$ cat src/rtl/tff_updown_counter_if.sv
// Control and status bundle of the toggle-vector up/down counter.
// master drives the controls; slave is the counter itself.
interface tff_updown_counter_if #(
  parameter int WIDTH = 4
);
  logic             preset;
  logic             en;
  logic             up;
  logic             load;
  logic [WIDTH-1:0] din;
  logic [WIDTH-1:0] q;
  logic [WIDTH-1:0] qnot;
  logic [WIDTH-1:0] t_out;
  logic             tc;
  logic             wrap;
  logic             err;

  modport master (
    output preset, en, up, load, din,
    input  q, qnot, t_out, tc, wrap, err
  );

  modport slave (
    input  preset, en, up, load, din,
    output q, qnot, t_out, tc, wrap, err
  );
endinterface

$ cat src/rtl/tff_updown_counter.sv
// Modulo-N up/down counter exposing its per-edge toggle vector.
// Define TFF_UPDOWN_SATURATE_EN to stop at the bounds instead of wrapping.
module tff_updown_counter #(
  parameter int WIDTH   = 4,
  parameter int MODULUS = 10
) (
  input logic clk,
  input logic clear,
  tff_updown_counter_if.slave bus
);

  localparam logic [WIDTH-1:0] MAX =
    WIDTH'(MODULUS - 1);

  logic [WIDTH-1:0] q_q, q_d;
  logic [WIDTH-1:0] qnot_q;
  logic [WIDTH-1:0] cnt_nxt;
  logic             wrap_q, wrap_d;
  logic             err_q, err_d;
  logic             at_top, at_bot;
  logic             term, tc, in_rng;
  logic             wrap_cnt;
  logic             sel_clr, sel_pre;
  logic             sel_ld, sel_cnt;

  assign at_top = (q_q == MAX);
  assign at_bot = (q_q == '0);
  assign term   = bus.up ? at_top : at_bot;
  assign in_rng = {1'b0, bus.din} <
                  (WIDTH+1)'(MODULUS);

  // One-hot action select, priority resolved here
  assign sel_clr = ~clear;
  assign sel_pre = clear & ~bus.preset;
  assign sel_ld  = clear & bus.preset & bus.load;
  assign sel_cnt = clear & bus.preset &
                   ~bus.load & bus.en;

  assign tc = sel_cnt & term;

  always_comb begin
    cnt_nxt = q_q;
    if (bus.up) begin
`ifdef TFF_UPDOWN_SATURATE_EN
      cnt_nxt = at_top ? q_q : q_q + WIDTH'(1);
`else
      cnt_nxt = at_top ? '0 : q_q + WIDTH'(1);
`endif
    end else begin
`ifdef TFF_UPDOWN_SATURATE_EN
      cnt_nxt = at_bot ? q_q : q_q - WIDTH'(1);
`else
      cnt_nxt = at_bot ? MAX : q_q - WIDTH'(1);
`endif
    end
  end

`ifdef TFF_UPDOWN_SATURATE_EN
  assign wrap_cnt = 1'b0;
`else
  assign wrap_cnt = tc;
`endif

  always_comb begin
    q_d    = q_q;
    wrap_d = 1'b0;
    err_d  = err_q;
    unique case (1'b1)
      sel_clr: begin
        q_d   = '0;
        err_d = 1'b0;
      end
      sel_pre: q_d = MAX;
      sel_ld: begin
        q_d = in_rng ? bus.din : MAX;
        if (!in_rng) err_d = 1'b1;
      end
      sel_cnt: begin
        q_d    = cnt_nxt;
        wrap_d = wrap_cnt;
      end
      default: ;
    endcase
  end

  always_ff @(posedge clk) begin
    if (!clear) begin
      q_q    <= '0;
      qnot_q <= '1;
      wrap_q <= 1'b0;
      err_q  <= 1'b0;
    end else begin
      q_q    <= q_d;
      qnot_q <= ~q_d;
      wrap_q <= wrap_d;
      err_q  <= err_d;
    end
  end

  assign bus.q     = q_q;
  assign bus.qnot  = qnot_q;
  assign bus.t_out = q_q ^ q_d;
  assign bus.tc    = tc;
  assign bus.wrap  = wrap_q;
  assign bus.err   = err_q;

endmodule

$ cat src/flat_wrapper.sv
// flat-port wrapper written by rule: the top's interface ports become plain ports
module tff_updown_counter_flat 
#(
  parameter int WIDTH   = 4,
  parameter int MODULUS = 10
)
  (clk, clear, bus_preset, bus_en, bus_up, bus_load, bus_din, bus_q, bus_qnot, bus_t_out, bus_tc, bus_wrap, bus_err);
  tff_updown_counter_if #(.WIDTH(WIDTH)) bus_i ();
  input logic clk;
  input logic clear;
  input wire logic [$bits(bus_i.preset)-1:0] bus_preset;
  input wire logic [$bits(bus_i.en)-1:0] bus_en;
  input wire logic [$bits(bus_i.up)-1:0] bus_up;
  input wire logic [$bits(bus_i.load)-1:0] bus_load;
  input wire logic [$bits(bus_i.din)-1:0] bus_din;
  output wire logic [$bits(bus_i.q)-1:0] bus_q;
  output wire logic [$bits(bus_i.qnot)-1:0] bus_qnot;
  output wire logic [$bits(bus_i.t_out)-1:0] bus_t_out;
  output wire logic [$bits(bus_i.tc)-1:0] bus_tc;
  output wire logic [$bits(bus_i.wrap)-1:0] bus_wrap;
  output wire logic [$bits(bus_i.err)-1:0] bus_err;
  assign bus_i.preset = bus_preset;
  assign bus_i.en = bus_en;
  assign bus_i.up = bus_up;
  assign bus_i.load = bus_load;
  assign bus_i.din = bus_din;
  assign bus_q = bus_i.q;
  assign bus_qnot = bus_i.qnot;
  assign bus_t_out = bus_i.t_out;
  assign bus_tc = bus_i.tc;
  assign bus_wrap = bus_i.wrap;
  assign bus_err = bus_i.err;
  tff_updown_counter #(.WIDTH(WIDTH), .MODULUS(MODULUS)) u_core (.clk(clk), .clear(clear), .bus(bus_i));
endmodule
$ cat config.mk
export PLATFORM = sky130hd
export DESIGN_NAME = tff_updown_counter_flat
export DESIGN_NICKNAME = d
export VERILOG_FILES = /design/src/rtl/tff_updown_counter_if.sv /design/src/rtl/tff_updown_counter.sv /design/src/flat_wrapper.sv
export SDC_FILE = /design/constraint.sdc
export NUM_CORES = 1
export LEC_CHECK = 0
export BUFFER_PORTS_ARGS = -buffer_cell sky130_fd_sc_hd__buf_2
export CAP_MARGIN = 20
export CORE_AREA = 2 2 42 44
export DETAILED_ROUTE_END_ITERATION = 10
export DIE_AREA = 0 0 44 46
export MAX_ROUTING_LAYER = met4
export PLACE_DENSITY = 0.71
export SLEW_MARGIN = 20
export SYNTH_ARGS = -nofsm -noshare
export SYNTH_HDL_FRONTEND = slang
export SYNTH_SLANG_ARGS = --single-unit
$ cat constraint.sdc
create_clock -name clk -period 4.1 [get_ports clk]
set_input_delay 0.205 -clock clk [delete_from_list [all_inputs] [get_ports clk]]
set_output_delay 0.205 -clock clk [all_outputs]
set_load 0.02 [all_outputs]
* Yosys cells after proc, flatten, opt, wreduce, memory -nomap -nowiden
Index checks and enable logic that the tools add are counted.
Storage, ports and cells: register bits 10, input port bits 10, output and inout port bits 15, word-level logic and storage cells 32
Cells by class: $add $sub $neg 2, order comparisons 1, equal/unequal tests 2, muxes and demuxes 8, bitwise logic cells 11, reduce and logical (&&, ||, !) cells 4
Operator list (number):
- 2-to-1 mux 4 bit | 4
- case mux 4 bit (4 select lines) | 1
- bitwise AND 1 bit | 6
- adder 4 x 1 -> 4 bit, second input constant | 1
- equality test 4 bit, second input constant | 1
- zero test 4 bit | 1
- less-than comparator 4 bit, second input constant | 1
- inverter 4 bit | 1
- AND reduction 2 bit | 2
- subtractor 4 x 1 -> 4 bit, second input constant | 1
- bitwise XOR 4 bit | 1
- inverter 1 bit | 3
- 2-to-1 mux 1 bit | 2
- != test 2 bit, second input constant | 1
- case mux 1 bit (2 select lines) | 1
- nonzero test 2 bit | 1

* Longest topological paths before layout
Gate-level depths: netlist of the first run.
depth in word-level cells 5, mapped depth 7, depth with buffers taken out 7

* Worst setup path after synthesis of the first run
Ideal clock, no wire load.
path kind flip-flop to output port, start reg u_core.q_q[1] (netlist: u_core.bus.q[1]), end out bus_t_out[3], arrival 1.880 ns, required time 3.895 ns, setup slack 2.015 ns, stages on the path, launching flop included 8, path buffers 0, cell sequence dfxtp_1 > inv_1 > ha_1 > o21bai_1 > a221oi_2 > a211oi_1 > a21oi_2 > mux2_1
Between the ends: word-level cells in the longest chain between the ends 5, elaborated cells between the ends (all ways) 9, classes of those cells 2 x add/sub; 1 x eq/ne; 4 x mux; 1 x bitwise; 1 x reduce/logical
RTL lines:
- from (decl) | line tff_updown_counter.sv:15 | logic [WIDTH-1:0] q_q, q_d;
- from (signal assigned) | line tff_updown_counter.sv:93 | q_q <= q_d;
- subtractor 4 x 1 -> 4 bit (tied with other cells) | line tff_updown_counter.sv:53 | cnt_nxt = at_bot ? MAX : q_q - WIDTH'(1);
- 2-to-1 mux 4 bit, on equally long branches | line tff_updown_counter.sv:53, tff_updown_counter.sv:47
- 2-to-1 mux 4 bit (*) | line tff_updown_counter.sv:43 | if (bus.up) begin
- case mux 4 bit (4 select lines) (*) | line tff_updown_counter.sv:68 | unique case (1'b1)
- bitwise XOR 4 bit (*) | line tff_updown_counter.sv:102 | assign bus.t_out = q_q ^ q_d;
- to (decl) | line flat_wrapper.sv:18 | output wire logic [$bits(bus_i.t_out)-1:0] bus_t_out;
Every way passes the cells marked *; elsewhere a longest branch is shown, timed or not.

* Worst setup path in the final report of the first run
start reg u_core.q_q[0] (netlist: u_core.bus.q[0]), end out bus_t_out[3]
The elaborated chain is that of the path after synthesis.

==> results of run 1 <==
==> power by group through the flow <==
stage                     combinational, mW  clock (mW)  sequential [mW]
after floorplan                      0.0462           0            0.118
after global placement               0.0716           0            0.113
after detailed placement             0.0723           0            0.114
after CTS                            0.0728      0.0924            0.112
after global routing                 0.0800      0.0978            0.113
final                                0.0732      0.0885            0.112
==> state kept, by name (all words and copies together), names as in the netlist, named ones only <==
name,flops
u_core.bus.err,1
u_core.bus.qnot,4
u_core.bus.wrap,1
u_core.bus.q,3
==> cell type report <==
type,instances,area (µm²)
fill,154,784.5
timing repair buffer,24,120.1
tap,17,21.27
sequential,10,200.2
clock buffer,4,36.28
multi-input combinational,68,440.4
inverter,3,11.26
==> cells in the final DEF (no fill, tap or decap), drive strengths merged <==
cell / instances
nor2: 10
a221oi: 2
nor3: 1
mux2: 2
nand4: 2
o311a: 1
o22ai: 2
nand3: 2
o21bai: 1
xor2: 1
o21ai: 5
a31oi: 2
a32o: 1
or2: 1
nor4bb: 2
clkbuf: 4
nor2b: 6
or3: 1
buf: 24
a21o: 2
ha: 3
o22a: 1
dfxtp: 10
o21a: 1
nand4b: 1
inv: 3
and3b: 1
nand2: 8
a211oi: 3
a21oi: 6
==> logic make-up after synthesis <==
kind of cell | count (synthesis) | share of synthesized area
flip-flops | 10 | 0.2985
multiplexers | 2 | 0.03358
AND/OR/NAND/NOR | 35 | 0.2724
adder cells (fa/ha/maj) | 3 | 0.05598
XOR/XNOR | 1 | 0.01306
AO/OA/AOI/OAI | 27 | 0.2817
buffers and inverters | 7 | 0.04476
==> cells in the mapped netlist <==
library cell,n,area [µm²]
sky130_fd_sc_hd__a32o_1,1,10.01
sky130_fd_sc_hd__nand3_1,2,10.01
sky130_fd_sc_hd__xor2_1,1,8.760
sky130_fd_sc_hd__nor3_1,1,5.000
sky130_fd_sc_hd__o311a_1,1,10.01
sky130_fd_sc_hd__a221oi_1,1,8.760
sky130_fd_sc_hd__dfxtp_1,10,200.2
sky130_fd_sc_hd__nor2b_1,6,37.54
sky130_fd_sc_hd__buf_2,3,15.01
sky130_fd_sc_hd__a211oi_1,3,22.52
sky130_fd_sc_hd__nand4_1,2,12.51
sky130_fd_sc_hd__nand2_1,8,30.03
sky130_fd_sc_hd__or3_1,1,6.260
sky130_fd_sc_hd__nand4b_1,1,8.760
sky130_fd_sc_hd__inv_1,3,11.26
sky130_fd_sc_hd__nor4bb_1,2,20.02
sky130_fd_sc_hd__mux2_1,1,11.26
sky130_fd_sc_hd__o21bai_1,1,7.510
sky130_fd_sc_hd__mux2_2,1,11.26
sky130_fd_sc_hd__or2_2,1,6.260
sky130_fd_sc_hd__a21oi_1,5,25.02
sky130_fd_sc_hd__a21o_1,2,15.01
sky130_fd_sc_hd__a21oi_2,1,8.760
sky130_fd_sc_hd__clkbuf_1,1,3.750
sky130_fd_sc_hd__a221oi_2,1,15.01
sky130_fd_sc_hd__o22a_1,1,8.760
sky130_fd_sc_hd__and3b_1,1,8.760
sky130_fd_sc_hd__a31oi_1,2,12.51
sky130_fd_sc_hd__o22ai_1,2,12.51
sky130_fd_sc_hd__o21ai_0,5,25.02
sky130_fd_sc_hd__ha_1,3,37.54
sky130_fd_sc_hd__o21a_1,1,7.510
sky130_fd_sc_hd__nor2_1,10,37.54
==> layer usage <==
metal | global-route usage | up-vias | wire (µm)
met1 | 0.2119 | 323 | 737
li1 | - | 361 | -
met5 | - | - | 0
met4 | 0.09091 | 0 | 12
met2 | 0.2676 | 23 | 742
met3 | 0.02381 | 2 | 109
==> final timing paths <==
kind,end,startpoint,cells past startpoint
max reg2reg,u_core.bus.q[2]$_SDFF_PN0_,u_core.bus.q[0]$_SDFF_PN0_,7
min reg2reg,u_core.bus.err$_SDFFE_PN0P_,u_core.bus.err$_SDFFE_PN0P_,2
min,u_core.bus.wrap$_SDFF_PN0_,bus_en,2
max,bus_t_out[3],u_core.bus.q[0]$_SDFF_PN0_,8
==> impl_metrics.xml, run 1 <==
<?xml version="1.0" encoding="UTF-8"?>
<metrics>
  <group name="status">
    <metric name="run_status" unit="">finished clean</metric>
  </group>
  <group name="cts">
    <metric name="clk_transition_reported_paths" unit="ns">0.07</metric>
    <metric name="numClockSinks" unit="">10</metric>
    <metric name="inserted_clock_buffers" unit="">3</metric>
    <metric name="post_cts_hold_buffer_count" unit="">0</metric>
    <metric name="deepest_level_of_the_cts_h_tree" unit="">1</metric>
    <metric name="clockBufferDepth" unit="">2</metric>
    <metric name="tritoncts_clock_tree" unit="">done</metric>
    <metric name="post_cts.repair.setup_buffers" unit="">0</metric>
    <metric name="cts_root_buffer" unit="">sky130_fd_sc_hd__clkbuf_4</metric>
    <metric name="cts-resized-gates" unit="">0</metric>
    <metric name="worst_skew_pair.late_latency" unit="ns">0.26</metric>
  </group>
  <group name="placement">
    <metric name="placed_area" unit="µm²">793.3</metric>
    <metric name="port-buffer-count" unit="">24</metric>
    <metric name="pre_cts_ws" unit="ns">1.974</metric>
    <metric name="place_inst" unit="">122</metric>
    <metric name="finalWeightedCongestion" unit="">0.9201</metric>
    <metric name="detailed_placement_hpwl" unit="mm">1.221</metric>
  </group>
  <group name="power_and_ir_drop">
    <metric name="power.share.switching" unit="">0.3174</metric>
    <metric name="p_int" unit="mW">0.1868</metric>
    <metric name="vdd_drop_max" unit="mV">0.1905</metric>
    <metric name="p_clk_frac" unit="">0.323</metric>
    <metric name="cellPowerDensity" unit="nW/µm²">329.9</metric>
    <metric name="report.power.total" unit="mW">0.2736</metric>
    <metric name="p_comb_frac" unit="">0.268</metric>
    <metric name="power.sequential.fraction" unit="">0.409</metric>
    <metric name="p_sw" unit="mW">0.08685</metric>
    <metric name="leakage_power_figure" unit="nW">0.3696</metric>
  </group>
  <group name="job">
    <metric name="timing.max_cap.violations" unit="">0</metric>
  </group>
  <group name="floorplanning">
    <metric name="fp.coreArea" unit="µm²">1614</metric>
    <metric name="die_height" unit="µm">46</metric>
    <metric name="io_pins" unit="">25</metric>
    <metric name="fp.dieW" unit="µm">44</metric>
    <metric name="fp.dieArea" unit="µm²">2024</metric>
    <metric name="row_count" unit="">15</metric>
    <metric name="initial_core_util" unit="">0.4155</metric>
  </group>
  <group name="critical_path">
    <metric name="cp_slowest_cell" unit="">sky130_fd_sc_hd__dfxtp_1</metric>
    <metric name="critical_path_buf_inv_count" unit="">2</metric>
    <metric name="critPathArrivalTime" unit="ns">2.25</metric>
    <metric name="critPathLaunchType" unit="">flop</metric>
    <metric name="critical_path_required" unit="ns">3.89</metric>
    <metric name="timing.critical_path.fanout_max" unit="">11</metric>
    <metric name="timing.critical_path.to_type" unit="">output port</metric>
    <metric name="cells_along_the_critical_path" unit="">inv_1 -&gt; ha_1 -&gt; o21bai_1 -&gt; a221oi_2 -&gt; a211oi_1 -&gt; a21oi_2 -&gt; mux2_1 -&gt; buf_2</metric>
    <metric name="critical_path.top_delay_family" unit="">compound AO/OA/AOI/OAI gates</metric>
    <metric name="worst-setup-path-type" unit="">reg -&gt; out</metric>
    <metric name="r2r_slack" unit="ns">2.22</metric>
    <metric name="cpPeakStageDelay" unit="ns">0.52</metric>
  </group>
  <group name="cells_and_area">
    <metric name="n_antenna_cell" unit="">0</metric>
    <metric name="post_route_cells_drive_above_1_share" unit="">0.2936</metric>
    <metric name="area.growth.synth_to_final" unit="%">23.69</metric>
    <metric name="total_number_of_nets_in_the_final_design" unit="">123</metric>
    <metric name="number_of_non_filler_instances_in_the_completed_layout" unit="">126</metric>
    <metric name="finish.instance_area" unit="µm²">829.5</metric>
    <metric name="post-route-util" unit="">0.5140</metric>
  </group>
  <group name="timing">
    <metric name="fin_hold_ws" unit="ns">0.2469</metric>
    <metric name="fin_crit_sh" unit="">0.5994</metric>
    <metric name="final_hold_viol_count" unit="">0</metric>
    <metric name="finalSetupTns" unit="ns">0</metric>
    <metric name="crit_path_setup_slack_layout" unit="ns">1.642</metric>
    <metric name="min_clock_period_post_route" unit="ns">2.458</metric>
    <metric name="final_max_slew_viol_count" unit="">0</metric>
    <metric name="finalClockSkew" unit="ns">0.001304</metric>
    <metric name="slew_headroom" unit="">0.6775</metric>
    <metric name="tightestPinTransition" unit="ns">0.4801</metric>
    <metric name="max_freq" unit="MHz">406.9</metric>
    <metric name="rsz0062_at_grt" unit="">false</metric>
    <metric name="setup_viol_count_final" unit="">0</metric>
  </group>
  <group name="drt">
    <metric name="drt_pass1_iterations" unit="">4</metric>
    <metric name="antenna_violating_nets_post_route" unit="">0</metric>
    <metric name="post_drt_wl_per_cell" unit="µm">12.71</metric>
    <metric name="num_vias" unit="">709</metric>
    <metric name="mean_number_of_vias_per_cell" unit="">5.627</metric>
    <metric name="route.final.wire_length" unit="mm">1.602</metric>
    <metric name="drc_errors" unit="">0</metric>
    <metric name="drt-initial-drc-count" unit="">21</metric>
  </group>
  <group name="synth">
    <metric name="syn_area" unit="µm²">670.6</metric>
    <metric name="synth_area_per_cell" unit="µm²">7.890</metric>
    <metric name="yosysWarnings" unit="">0</metric>
    <metric name="synth_cell_types" unit="">33</metric>
    <metric name="synth_seq_area_share" unit="">0.2985</metric>
    <metric name="synthesis.instances" unit="">85</metric>
    <metric name="syn-num-nets" unit="">98</metric>
    <metric name="synth-seq-cells" unit="">10</metric>
  </group>
  <group name="global_route">
    <metric name="maximum_number_of_pins_on_one_net_before_global_route_repair" unit="">13</metric>
    <metric name="antenna_found_initial" unit="">0</metric>
    <metric name="grt_pass1_wl" unit="mm">2.449</metric>
    <metric name="grt.total_usage" unit="">0.1708</metric>
    <metric name="overflow" unit="">0</metric>
    <metric name="number_of_global_route_vias_before_repair" unit="">597</metric>
  </group>
  <group name="min_path">
    <metric name="hold_path.class" unit="">in -&gt; reg</metric>
  </group>
</metrics>
(Power assumes the default switching activity.)
==> run 2, diff against run 1 <==
ABC_AREA = 1   (was default)
CORE_AREA = 2 2 44 46   (was 2 2 42 44)
DIE_AREA = 0 0 46 48   (was 0 0 44 46)
PLACE_DENSITY = 0.69   (was 0.71)
clock period = 2.3 ns   (was 4.1 ns; I/O delays follow)
==> impl_metrics.xml, run 2 <==
<?xml version="1.0" encoding="UTF-8"?>
<metrics>
  <group name="power_and_ir_drop">
    <metric name="leakage_power_figure" unit="nW">0.4627</metric>
    <metric name="p_int" unit="mW">0.3369</metric>
    <metric name="power.share.switching" unit="">0.3519</metric>
    <metric name="cellPowerDensity" unit="nW/µm²">587.5</metric>
    <metric name="power.sequential.fraction" unit="">0.390</metric>
    <metric name="vdd_drop_max" unit="mV">0.4503</metric>
    <metric name="p_clk_frac" unit="">0.316</metric>
    <metric name="p_comb_frac" unit="">0.294</metric>
    <metric name="p_sw" unit="mW">0.1829</metric>
  </group>
  <group name="timing">
    <metric name="final_max_slew_viol_count" unit="">0</metric>
    <metric name="fin_crit_sh" unit="">0.9092</metric>
    <metric name="finalSetupTns" unit="ns">0</metric>
    <metric name="rsz0062_at_grt" unit="">false</metric>
    <metric name="final_hold_viol_count" unit="">0</metric>
    <metric name="tightestPinTransition" unit="ns">0.4702</metric>
    <metric name="max_freq" unit="MHz">478.2</metric>
    <metric name="setup_viol_count_final" unit="">0</metric>
    <metric name="finalClockSkew" unit="ns">0.008623</metric>
    <metric name="min_clock_period_post_route" unit="ns">2.091</metric>
    <metric name="slew_headroom" unit="">0.6861</metric>
    <metric name="fin_hold_ws" unit="ns">0.1136</metric>
  </group>
  <group name="cells_and_area">
    <metric name="largest_reg_flops" unit="">4</metric>
    <metric name="n_antenna_cell" unit="">0</metric>
    <metric name="total_number_of_nets_in_the_final_design" unit="">144</metric>
    <metric name="layout.cells.most_common_list" unit="">24 x sky130_fd_sc_hd__buf_2, 19 x sky130_fd_sc_hd__nand2_1, 11 x sky130_fd_sc_hd__nand3_1, 11 x sky130_fd_sc_hd__nor2_1, 10 x sky130_fd_sc_hd__dfxtp_1</metric>
    <metric name="post_route_cells_drive_above_1_share" unit="">0.4154</metric>
    <metric name="area.growth.synth_to_final" unit="%">21.27</metric>
    <metric name="final_common_cell" unit="">sky130_fd_sc_hd__buf_2</metric>
  </group>
  <group name="drt">
    <metric name="num_vias" unit="">739</metric>
    <metric name="antenna_violating_nets_post_route" unit="">0</metric>
    <metric name="post_drt_wl_per_cell" unit="µm">10.20</metric>
    <metric name="drt-initial-drc-count" unit="">17</metric>
    <metric name="drc_errors" unit="">0</metric>
    <metric name="mean_number_of_vias_per_cell" unit="">5.027</metric>
    <metric name="route.final.wire_length" unit="mm">1.499</metric>
    <metric name="drt_pass1_iterations" unit="">6</metric>
  </group>
  <group name="placement">
    <metric name="finalWeightedCongestion" unit="">0.8298</metric>
    <metric name="port-buffer-count" unit="">24</metric>
    <metric name="detailed_placement_hpwl" unit="mm">1.209</metric>
  </group>
  <group name="global_route">
    <metric name="overflow" unit="">0</metric>
    <metric name="antenna_found_initial" unit="">0</metric>
    <metric name="number_of_global_route_vias_before_repair" unit="">599</metric>
    <metric name="maximum_number_of_pins_on_one_net_before_global_route_repair" unit="">10</metric>
    <metric name="grt_pass1_wl" unit="mm">2.463</metric>
    <metric name="grt.total_usage" unit="">0.1648</metric>
  </group>
  <group name="synth">
    <metric name="yosys.cell_count.top_type" unit="">sky130_fd_sc_hd__nand2_1</metric>
    <metric name="synthFlopType" unit="">sky130_fd_sc_hd__dfxtp_1</metric>
    <metric name="edff_count_synth" unit="">0</metric>
    <metric name="synth_top_area_share" unit="">0.2744</metric>
    <metric name="post_synth_most_frequent_cells" unit="">19 x sky130_fd_sc_hd__nand2_1, 11 x sky130_fd_sc_hd__nand3_1, 11 x sky130_fd_sc_hd__nor2_1, 10 x sky130_fd_sc_hd__dfxtp_1</metric>
    <metric name="yosysWarnings" unit="">0</metric>
    <metric name="area_contributors_post_synth" unit="">sky130_fd_sc_hd__dfxtp_1 27%, sky130_fd_sc_hd__nand2_1 9.8%, sky130_fd_sc_hd__nand3_1 7.5%, sky130_fd_sc_hd__nor2_4 6.2%, sky130_fd_sc_hd__o21ai_2 6.0%</metric>
    <metric name="synth_area_per_cell" unit="µm²">7.014</metric>
    <metric name="yosys.area.top_type" unit="">sky130_fd_sc_hd__dfxtp_1</metric>
    <metric name="synthesis.instances" unit="">104</metric>
    <metric name="synth-seq-cells" unit="">10</metric>
    <metric name="synth_seq_area_share" unit="">0.2744</metric>
    <metric name="syn-num-nets" unit="">117</metric>
    <metric name="syn_area" unit="µm²">729.5</metric>
    <metric name="async_reset_ff_frac" unit="">0</metric>
    <metric name="synth_cell_types" unit="">22</metric>
  </group>
  <group name="critical_path">
    <metric name="r2r_slack" unit="ns">0.65</metric>
    <metric name="timing.critical_path.fanout_max" unit="">8</metric>
    <metric name="rr_startpoint" unit="">u_core.bus.q[0]$_SDFF_PN0_</metric>
    <metric name="worst-setup-path-type" unit="">reg -&gt; out</metric>
    <metric name="timing.critical_path.to_type" unit="">output port</metric>
    <metric name="critPathLaunchType" unit="">flop</metric>
    <metric name="critPathArrivalTime" unit="ns">1.98</metric>
    <metric name="worstRegToRegCells" unit="">10</metric>
    <metric name="timing.rr.end" unit="">u_core.bus.q[1]$_SDFF_PN0_</metric>
    <metric name="critical_path_required" unit="ns">2.18</metric>
  </group>
  <group name="cts">
    <metric name="cts_root_buffer" unit="">sky130_fd_sc_hd__clkbuf_4</metric>
    <metric name="tritoncts_clock_tree" unit="">done</metric>
    <metric name="cts-resized-gates" unit="">0</metric>
    <metric name="inserted_clock_buffers" unit="">3</metric>
    <metric name="post_cts_hold_buffer_count" unit="">0</metric>
    <metric name="worst_skew_pair.late_latency" unit="ns">0.27</metric>
    <metric name="clk_transition_reported_paths" unit="ns">0.08</metric>
    <metric name="post_cts.repair.setup_buffers" unit="">0</metric>
    <metric name="clockBufferDepth" unit="">2</metric>
    <metric name="deepest_level_of_the_cts_h_tree" unit="">1</metric>
    <metric name="numClockSinks" unit="">10</metric>
  </group>
  <group name="floorplanning">
    <metric name="die_height" unit="µm">48</metric>
    <metric name="fp.coreArea" unit="µm²">1689</metric>
    <metric name="fp.dieW" unit="µm">46</metric>
    <metric name="io_pins" unit="">25</metric>
    <metric name="fp.dieArea" unit="µm²">2208</metric>
    <metric name="initial_core_util" unit="">0.4319</metric>
    <metric name="row_count" unit="">15</metric>
  </group>
  <group name="min_path">
    <metric name="worst_hold_path.num_cells" unit="">3</metric>
    <metric name="hold_path.class" unit="">in -&gt; reg</metric>
    <metric name="whs_endpoint" unit="">u_core.bus.err$_SDFFE_PN0P_</metric>
    <metric name="hold_start" unit="">clear</metric>
  </group>
  <group name="job">
    <metric name="timing.max_cap.violations" unit="">0</metric>
  </group>
  <group name="status">
    <metric name="run_status" unit="">finished clean</metric>
  </group>
</metrics>
==> run 2: cell types whose count changed after synthesis, moves of 3 or more <==
| cell | before | now |
|---|---|---|
| sky130_fd_sc_hd__inv_1 | 3 | 8 |
| sky130_fd_sc_hd__a211oi_1 | 3 | 0 |
| sky130_fd_sc_hd__inv_2 | 0 | 8 |
| sky130_fd_sc_hd__o21ai_0 | 5 | 0 |
| sky130_fd_sc_hd__nor2_2 | 0 | 3 |
| sky130_fd_sc_hd__nand3_1 | 2 | 11 |
| sky130_fd_sc_hd__nand3_2 | 0 | 3 |
| sky130_fd_sc_hd__buf_2 | 3 | 0 |
| sky130_fd_sc_hd__nor2b_1 | 6 | 0 |
| sky130_fd_sc_hd__nor2_4 | 0 | 4 |
| sky130_fd_sc_hd__o21ai_2 | 0 | 5 |
| sky130_fd_sc_hd__nand2_1 | 8 | 19 |
| sky130_fd_sc_hd__a21oi_1 | 5 | 2 |
| sky130_fd_sc_hd__o21ai_1 | 0 | 3 |
==> run 2: worst max-delay path by stage <==
stage | startpoint | end | cells after the start | slack [ns]
2_1_floorplan | u_core.bus.q[0]$_SDFF_PN0_ | bus_t_out[1] | 9 | 0.61
3_3_place_gp | u_core.bus.q[0]$_SDFF_PN0_ | bus_t_out[1] | 11 | 0.58
3_5_place_dp | u_core.bus.q[0]$_SDFF_PN0_ | bus_t_out[1] | 11 | 0.55
4_1_cts | u_core.bus.q[0]$_SDFF_PN0_ | bus_t_out[1] | 11 | 0.23
5_1_grt | u_core.bus.q[0]$_SDFF_PN0_ | bus_t_out[1] | 11 | 0.03
6_report | u_core.bus.q[0]$_SDFF_PN0_ | bus_t_out[1] | 11 | 0.21
==> run 2: critical path: stages (launching register included) <==
cell and delay (ns):
sky130_fd_sc_hd__dfxtp_1 0.48, sky130_fd_sc_hd__inv_1 0.17, sky130_fd_sc_hd__ha_1 0.29, sky130_fd_sc_hd__nor2_1 0.13, sky130_fd_sc_hd__nand2_1 0.06, sky130_fd_sc_hd__o21ai_1 0.06, sky130_fd_sc_hd__nor2_1 0.05, sky130_fd_sc_hd__nand2_1 0.09
sky130_fd_sc_hd__nand2_1 0.09, sky130_fd_sc_hd__nand3_1 0.08, sky130_fd_sc_hd__nand2_1 0.05, sky130_fd_sc_hd__buf_2 0.15
==> run 2: per-stage QoR <==
stage	setup slack (ns)	util	power [mW]	cells	area (µm²)
after CTS	0.2261	0.5237	0.5207	147	884.6
after global routing	0.02998	0.5237	0.5502	147	884.6
after detailed placement	0.5521	0.5022	0.3587	143	848.3
after global placement	0.5846	0.5022	0.3581	143	848.3
final	0.2088	0.5237	0.5197	147	884.6
after floorplan	0.6065	-	0.3193	104	729.5
==> run 2: layer usage <==
metal	routed length [µm]	global-route usage	vias up
met1	697	0.2207	317
li1	-	-	386
met5	0	-	-
met3	111	0.03396	5
met2	659	0.2306	31
met4	31	0.08571	0
==> run 2: power groups by stage <==
stage / registers [mW] / clock network, mW / logic (mW)
after floorplan: 0.214 / 0 / 0.106
after global placement: 0.206 / 0 / 0.152
after detailed placement: 0.207 / 0 / 0.152
after CTS: 0.203 / 0.164 / 0.154
after global routing: 0.205 / 0.174 / 0.171
final: 0.203 / 0.164 / 0.153
==> run 2: final cells by class <==
type                    instances  area (µm²)
multi-input cells              74       436.7
inverters                      18       70.07
well taps                      17       21.27
repair buffers                 24       120.1
flip-flops and latches         10       200.2
fillers                       159       804.5
clock buffers                   4       36.28
==> run 2: cell families (layout without fill, tap and decap cells) <==
group,count (synthesis),count (layout),share of synthesized area
buffers and inverters,20,46,0.1269
flip-flops,10,10,0.2744
XOR/XNOR,1,1,0.01201
adder cells (fa/ha/maj),3,3,0.05146
AND/OR/NAND/NOR,56,56,0.4014
AO/OA/AOI/OAI,14,14,0.1338
